<file path="config.mk">
export PLATFORM = sky130hd
export DESIGN_NAME = bishop_pst_accum
export DESIGN_NICKNAME = d
export VERILOG_FILES = /design/src/rtl/eval_pkg.sv /design/src/rtl/rank_pst_sum.sv /design/src/rtl/bishop_pst_accum.sv
export SDC_FILE = /design/constraint.sdc
export NUM_CORES = 1
export LEC_CHECK = 0
export ABC_CLOCK_PERIOD_IN_PS = 16300
export BUFFER_PORTS_ARGS = -buffer_cell sky130_fd_sc_hd__buf_2
export CAP_MARGIN = 30
export CORE_MARGIN = 8
export CORE_UTILIZATION = 52
export CTS_CLUSTER_DIAMETER = 100
export DETAILED_ROUTE_END_ITERATION = 10
export PLACE_DENSITY = 0.8
export SYNTH_ARGS = -nofsm -noshare
export SYNTH_HDL_FRONTEND = slang
export SYNTH_HIERARCHICAL = 1
export SYNTH_SLANG_ARGS = --single-unit
</file>
<file path="constraint.sdc">
create_clock -name clk -period 16.3 [get_ports clk]
set_input_delay 0.815 -clock clk [delete_from_list [all_inputs] [get_ports clk]]
set_output_delay 0.815 -clock clk [all_outputs]
set_load 0.01 [all_outputs]
</file>
<file path="src/rtl/eval_pkg.sv">
// Shared constants and state encoding for the per-piece PST accumulators.
// Holds board geometry, table entry width, the mirror mask and helpers.
package eval_pkg;

   localparam int NUM_SQ      = 64;
   localparam int NUM_RANKS   = 8;
   localparam int PST_W       = 6;
   localparam int MIRROR_MASK = 56;

   typedef enum logic [1:0] {
      ST_IDLE,
      ST_ACCUM,
      ST_DONE
   } acc_state_e;

   function automatic logic [3:0] popcnt8(input logic [7:0] v);
      logic [3:0] n;
      n = '0;
      for (int i = 0; i < 8; i++) begin
         n = n + {3'b000, v[i]};
      end
      return n;
   endfunction

endpackage

</file>
<file path="src/rtl/rank_pst_sum.sv">
// Combinational signed partial sum of one rank: white entries added,
// mirrored black entries subtracted.
// Ports: w_bits_i/b_bits_i occupancy, w_ent_i/b_ent_i entries, sum_o result.
module rank_pst_sum
   import eval_pkg::*;
#(
   parameter int SCORE_W = 13
) (
   input  logic [7:0]                   w_bits_i,
   input  logic [7:0]                   b_bits_i,
   input  logic [7:0][PST_W-1:0]        w_ent_i,
   input  logic [7:0][PST_W-1:0]        b_ent_i,
   output logic signed [SCORE_W-1:0]    sum_o
);

   always_comb begin
      sum_o = '0;
      for (int j = 0; j < 8; j++) begin
         if (w_bits_i[j]) begin
            sum_o = sum_o + SCORE_W'(signed'(w_ent_i[j]));
         end
         if (b_bits_i[j]) begin
            sum_o = sum_o - SCORE_W'(signed'(b_ent_i[j]));
         end
      end
   end

endmodule

</file>
<file path="src/rtl/bishop_pst_accum.sv">
// Walks latched bishop bitboards one rank per cycle, summing the packed
// bishop PST as white minus black; 10-cycle fixed latency start to done.
// Ports: clk, rst_n, start, bishops_w, bishops_b, map_data in;
//        busy, done, score out.
// Optional macro BISHOP_PAIR_EN adds +/-PAIR_BONUS for a bishop pair.
module bishop_pst_accum
   import eval_pkg::*;
#(
   parameter int SCORE_W    = 13,
   parameter int PAIR_BONUS = 30
) (
   input  logic                       clk,
   input  logic                       rst_n,
   input  logic                       start,
   input  logic [NUM_SQ-1:0]          bishops_w,
   input  logic [NUM_SQ-1:0]          bishops_b,
   input  logic [NUM_SQ*PST_W-1:0]    map_data,
   output logic                       busy,
   output logic                       done,
   output logic signed [SCORE_W-1:0]  score
);

   acc_state_e                 state_q;
   logic [2:0]                 rank_q;
   logic [NUM_SQ-1:0]          bw_q;
   logic [NUM_SQ-1:0]          bb_q;
   logic signed [SCORE_W-1:0]  acc_q;
   logic signed [SCORE_W-1:0]  acc_d;
   logic signed [SCORE_W-1:0]  score_q;
   logic signed [SCORE_W-1:0]  score_d;
   logic                       busy_q;
   logic                       done_q;

   logic [7:0]                 w_bits;
   logic [7:0]                 b_bits;
   logic [7:0][PST_W-1:0]      w_ent;
   logic [7:0][PST_W-1:0]      b_ent;
   logic signed [SCORE_W-1:0]  part;

   // Rank-indexed muxes; black reads the vertically mirrored square.
   always_comb begin
      w_bits = bw_q[{rank_q, 3'b000} +: 8];
      b_bits = bb_q[{rank_q, 3'b000} +: 8];
      w_ent  = '0;
      b_ent  = '0;
      for (int j = 0; j < 8; j++) begin
         logic [5:0] sq;
         sq = {rank_q, 3'(j)};
         w_ent[j] = map_data[int'(sq) * PST_W +: PST_W];
         b_ent[j] = map_data[int'(sq ^ 6'(MIRROR_MASK)) * PST_W +: PST_W];
      end
   end

   rank_pst_sum #(
      .SCORE_W (SCORE_W)
   ) u_rank (
      .w_bits_i (w_bits),
      .b_bits_i (b_bits),
      .w_ent_i  (w_ent),
      .b_ent_i  (b_ent),
      .sum_o    (part)
   );

   assign acc_d = acc_q + part;

`ifdef BISHOP_PAIR_EN
   logic [6:0] cnt_w_q;
   logic [6:0] cnt_b_q;

   always_comb begin
      score_d = acc_q;
      if (cnt_w_q >= 7'd2) begin
         score_d = score_d + SCORE_W'(PAIR_BONUS);
      end
      if (cnt_b_q >= 7'd2) begin
         score_d = score_d - SCORE_W'(PAIR_BONUS);
      end
   end

   always_ff @(posedge clk or negedge rst_n) begin
      if (!rst_n) begin
         cnt_w_q <= '0;
         cnt_b_q <= '0;
      end else if (state_q == ST_IDLE && start) begin
         cnt_w_q <= '0;
         cnt_b_q <= '0;
      end else if (state_q == ST_ACCUM) begin
         cnt_w_q <= cnt_w_q + 7'(popcnt8(w_bits));
         cnt_b_q <= cnt_b_q + 7'(popcnt8(b_bits));
      end
   end
`else
   assign score_d = acc_q;
`endif

   always_ff @(posedge clk or negedge rst_n) begin
      if (!rst_n) begin
         state_q <= ST_IDLE;
         rank_q  <= '0;
         bw_q    <= '0;
         bb_q    <= '0;
         acc_q   <= '0;
         score_q <= '0;
         busy_q  <= 1'b0;
         done_q  <= 1'b0;
      end else begin
         done_q <= 1'b0;
         unique case (state_q)
            ST_IDLE: begin
               if (start) begin
                  bw_q    <= bishops_w;
                  bb_q    <= bishops_b;
                  acc_q   <= '0;
                  rank_q  <= '0;
                  busy_q  <= 1'b1;
                  state_q <= ST_ACCUM;
               end
            end
            ST_ACCUM: begin
               acc_q  <= acc_d;
               rank_q <= rank_q + 3'd1;
               if (rank_q == 3'(NUM_RANKS - 1)) begin
                  busy_q  <= 1'b0;
                  state_q <= ST_DONE;
               end
            end
            ST_DONE: begin
               score_q <= score_d;
               done_q  <= 1'b1;
               state_q <= ST_IDLE;
            end
            default: begin
               state_q <= ST_IDLE;
            end
         endcase
      end
   end

   assign busy  = busy_q;
   assign done  = done_q;
   assign score = score_q;

endmodule

</file>
Word-level counts from Yosys, hierarchy flattened
Index checks and enable logic that the tools add are counted.
Widths: inputs -> output; s select.
{"block": "word_totals", "register_bits": 161, "in_bits": 515, "word_cells": 98}
{"block": "classes", "addsub": 17, "mul": 16, "eq_ne": 5, "n_shift": 18, "mux": 27, "n_bitwise": 1, "n_reduce_logical": 6}
{"op": "$shiftx 384x10->6", "n": 16}
{"op": "$mux 13", "n": 17}
{"op": "$shiftx 64x7->8", "n": 2}
{"op": "$sub 13x6->13", "n": 8}
{"op": "$add 13x6->13", "n": 7}
{"op": "$mul 6x2->8 const B", "n": 8}
{"op": "$mul 5x2->7 const B", "n": 4}
{"op": "$pmux 13 s2", "n": 1}
{"op": "$add 13x13->13", "n": 1}
{"op": "$mul 4x2->6 const B", "n": 2}
{"op": "$mul 3x2->5 const B", "n": 2}
{"op": "$pmux 3 s2", "n": 1}
{"op": "$reduce_and 2->1", "n": 3}
{"op": "$mux 2", "n": 2}
{"op": "$ne 2x2->1 const B", "n": 2}
{"op": "$pmux 2 s2", "n": 1}
{"op": "$add 3x1->3 const B", "n": 1}
{"op": "$eq 3x3->1 const B", "n": 1}
{"op": "$mux 1", "n": 3}
{"op": "$mux 3", "n": 1}
{"op": "$not 3->3", "n": 1}
{"op": "$reduce_and 3->1", "n": 1}
{"op": "$eq 2x1->1 const B", "n": 1}
{"op": "$eq 2x2->1 const B", "n": 1}
{"op": "3 further kinds", "n": 3}

Logic depth before layout (Yosys ltp)
{"block": "depth", "ltp_word": 35, "ltp_mapped": 101}

By module
Netlist, hierarchy kept.
{"mod": "bishop_pst_accum", "instances": 1, "cells_each": 847, "area_per_inst_um2": 13249.0}
{"mod": "rank_pst_sum", "instances": 1, "cells_each": 1550, "area_per_inst_um2": 10687.8}

Least setup slack after synthesis
Ideal clock, no wire load.
{"block": "synth_path", "path_type": "register to register", "start": "register rank_q[0]", "end": "register acc_q[12]", "setup_time_ns": 0.133, "arrival_time_ns": 17.785, "required_time_ns": 16.167, "path_slack_ns": -1.618, "stages_incl_launch_ff": 93, "path_buffers": 3, "cell_sequence": "dfrtp_1 buf_2 buf_6 buf_6 mux4_2 mux2_2 ha_1 fa_1 nand2b_1 a21oi_1 o21ai_0 a31o_2 ha_1 o211ai_1 o21ai_0 xnor2_1 mux2_2 o211ai_1 (+57 left out) nand2_1 o21ai_1 ha_1 xor2_1 mux2_2 ha_1 a21oi_1 xnor2_1 nand2_1 xnor2_1 xnor2_1 xnor2_1 inv_1 a2111oi_0 o31ai_1 nor4b_1 o21ai_1 nand4_1"}
{"element": "start: declaration", "line": "bishop_pst_accum.sv:24", "source": "logic [2:0] rank_q;"}
{"element": "start signal: assignment", "line": "bishop_pst_accum.sv:121", "source": "rank_q <= rank_q + 3'd1;"}
{"element": "end signal: assignment", "line": "bishop_pst_accum.sv:102", "source": "acc_q <= '0;"}
{"element": "end signal: assignment", "line": "bishop_pst_accum.sv:113", "source": "acc_q <= '0;"}
{"element": "end signal: assignment", "line": "bishop_pst_accum.sv:120", "source": "acc_q <= acc_d;"}
{"element": "end: declaration", "line": "bishop_pst_accum.sv:27", "source": "logic signed [SCORE_W-1:0] acc_q;"}

==> qor.txt <==
Worst hold path type - in -> async
Final-report hold violation count - 0
Share of the synthesized area in the top cell type - 21.1%
Slew margin rel. - 35.3%
Mapped Area - 23900 sq um
Die area - 53200 sq um
Most used cell, CP - ha_1
CTS Hold Buffers Added - 0
Non-Filler Instances - 4087
Mapped Nets - 3117
Ys async rst share - 100%
Initial Utilization - 52.7%
CP required - 16620 ps
Initial drt markers - 2377
Final WS setup - -1970 ps
Hold_ws - 445 ps
Clk pin slew, worst setup/hold paths - 70 ps
Crit share post-route - 112%
Avg Inst Size Synth - 9.99 sq um
Area leader, netlist - mux4_2
Fin crit period - 18270 ps
Inst Count DP - 3918
Via/cell ratio - 6.42
Area delta synth->final - 41.8%
Setup Viol. Count Final - 8
Per-cell routed wire length - 25.1 um
Die Span X - 231 um
GR Overflow Total - 0
Root buf cell - clkbuf_16
DIE HEIGHT - 231 um
# clock sinks - 161
Initial antenna violation count - 38
CTS tree - done
Worst clock skew - 9.61 ps
Flops & latches, synth - 161
Remaining antenna violation count - 0
Worst setup path class - reg -> reg
Crit-path max FO - 7
Post-Synthesis Cells - 2397
DP Area - 31000 sq um
Slew @ Worst Pin - 971 ps
Port bufs - 529
WP data arrival - 18590 ps
FP Rows - 78
YS warnings - 6
Final WL - 103 mm
H-tree depth - 4
Dominant cells by area after synthesis - mux4_2, dfrtp_1, mux2_2
Fmax - 0.0547 GHz
Violated checks - setup timing
Max-slew violations - 0
Drt drc - 0
Startpoint types - register
Half-perimeter wire length after placement - 79.1 mm
Seq/Total Area, Yosys - 16.8%
Vias - 26200
Boundary Pins - 530
Gp weighted congestion - 1.01
Pre-antenna DRT Iters - 6
Number of enable flip-flop cells after synthesis - 0
Clock Tree Buf Depth - 2
Max Cap Viol - 0
Unrepaired setup endpoints after global routing - true
Ratio of cells with drive above 1 in the final layout - 57.2%
Largest net degree at the start of global routing - 94
Worst skew pair latency - 450 ps
Reg-to-reg slack, setup - -1970 ps
Critical-path top delay cell - dfrtp_4
Design area - 34000 sq um
Vias in the first global route - 26700
Core Area - 45400 sq um
GRT Util Overall - 35.7%
Status - finished with violations
Total CTS buffers - 17
Nets - 4165
Ys flop type - dfrtp_1
Setup_tns - -7150 ps
CP endpoint kind - register
Distinct cells, synth - 91
Global-route wire length before repair - 150 mm
Slowest stage delay, CP - 560 ps
## cells in the mapped netlist (8+ instances only)
cell type and instances:
a211oi_1 22, a21boi_0 15, a21o_1 53, a21oi_1 131
a22o_1 9, a31o_2 9, a31oi_1 19, and2_1 12
and3_1 14, buf_1 9, buf_2 35, buf_6 16
clkbuf_1 65, dfrtp_1 161, fa_1 16, ha_1 189
inv_1 149, mux2_2 273, mux2i_1 19, mux4_2 224
nand2_1 159, nand2b_1 42, nand3_1 30, nor2_1 106
nor2b_1 34, nor3_1 40, nor4_1 8, o211a_1 8
o211ai_1 27, o21a_1 44, o21ai_0 116, o21ai_1 16
o21bai_1 19, o31ai_1 17, or3_1 15, xnor2_1 80
xor2_1 44
## final timing paths
kind,cells after the start,start,to
setup / recovery,100,rank_q[0],acc_q[12]
setup reg to reg,100,rank_q[0],acc_q[12]
hold reg to reg,2,score[12],score[12]
max in group asynchronous,2,rst_n,rank_q[2]
hold / removal,1,rst_n,done
min in group clk,2,score[12],score[12]
## flip-flops by register name, indices dropped and copies added (netlist names)
signal / cells
rank_q: 3
acc_q: 13
state_q: 2
busy: 1
bb_q: 64
score: 13
done: 1
bw_q: 64
## logic make-up (layout without fill, tap and decap cells)
kind of cell | after synthesis | in the layout | synth area share, %
flip-flops | 161 | 161 | 16.8
XOR/XNOR | 127 | 127 | 4.82
other | 0 | 29 | 0
AND/OR/NAND/NOR | 504 | 504 | 10.4
AO/OA/AOI/OAI | 600 | 600 | 16.8
adder cells (fa/ha/maj) | 205 | 205 | 11.2
multiplexers | 518 | 518 | 34.8
buffers and inverters | 282 | 1343 | 5.11
## per-layer routing
metal  routed length [um]  GRT usage [%]  part of all wire (%)
met1                37000           42.4                    36
met2                49000           59.8                    48
met3                11000           9.55                    11
met4                 5540           16.6                   5.4
met5                   89              0                 0.087
## through the flow
| step | utilization, % | setup WS (ps) |
|---|---|---|
| 2_1_floorplan | - | -493 |
| 3_3_place_gp | 68.4 | -1960 |
| 3_5_place_dp | 68.4 | -2490 |
| 4_1_cts | 71.9 | -1650 |
| 5_1_grt | 74.8 | -2770 |
| 6_report | 74.8 | -1970 |
## worst max-delay path: cells and delay by family, from the launching register on
kind	cells	cell delay, ps
mux	4	1310
xor+xnor	13	2220
fa+ha+maj	14	4150
flops	1	560
simple gates	23	2990
compound gates	31	5020
buf+inv	15	1900
## final cells by class
| class | instances | area, sq um |
|---|---|---|
| clock buffer | 18 | 429 |
| inverter | 157 | 592 |
| timing repair buffer | 1154 | 7480 |
| sequential | 161 | 4040 |
| tap | 600 | 751 |
| antenna | 29 | 72.6 |
| clock inverter | 14 | 176 |
| fill | 2943 | 11400 |
| multi-input combinational | 1954 | 20400 |
## repair_timing
item                       CTS  global route
pin swaps                   63           128
setup endpoints to repair    9             9
gates resized for setup    102           182
cloned                       0             0
hold endpoints to repair     0             0
buffers inserted            61            47
## placed cells by master, fill, tap and decap left out, types with 18 or more instances in the layout
cell      synthesis  final
nand2_1         159    152
nor2b_1          34     25
o21ai_0         116     78
ha_1            189    142
o21ai_1          16     34
o211ai_1         27     27
xnor2_2           0     21
a31oi_1          19     19
o21a_1           44     44
mux4_2          224    224
xor2_1           44     39
inv_1           149    137
a21o_1           53     53
o21ai_2           3     18
a21oi_1         131     95
nor2_1          106     92
buf_4             0    602
ha_4              0     43
nand3_1          30     29
diode_2           0     29
buf_6            16     19
buf_2            35    528
a21oi_2           2     36
xnor2_1          80     56
dfrtp_1         161    158
mux2_2          273    265
nand2b_1         42     40
nor3_1           40     30
Power is left out: the tool's default activity adds up to more than one toggle a clock period on the data nets, which glitch-free logic cannot reach.
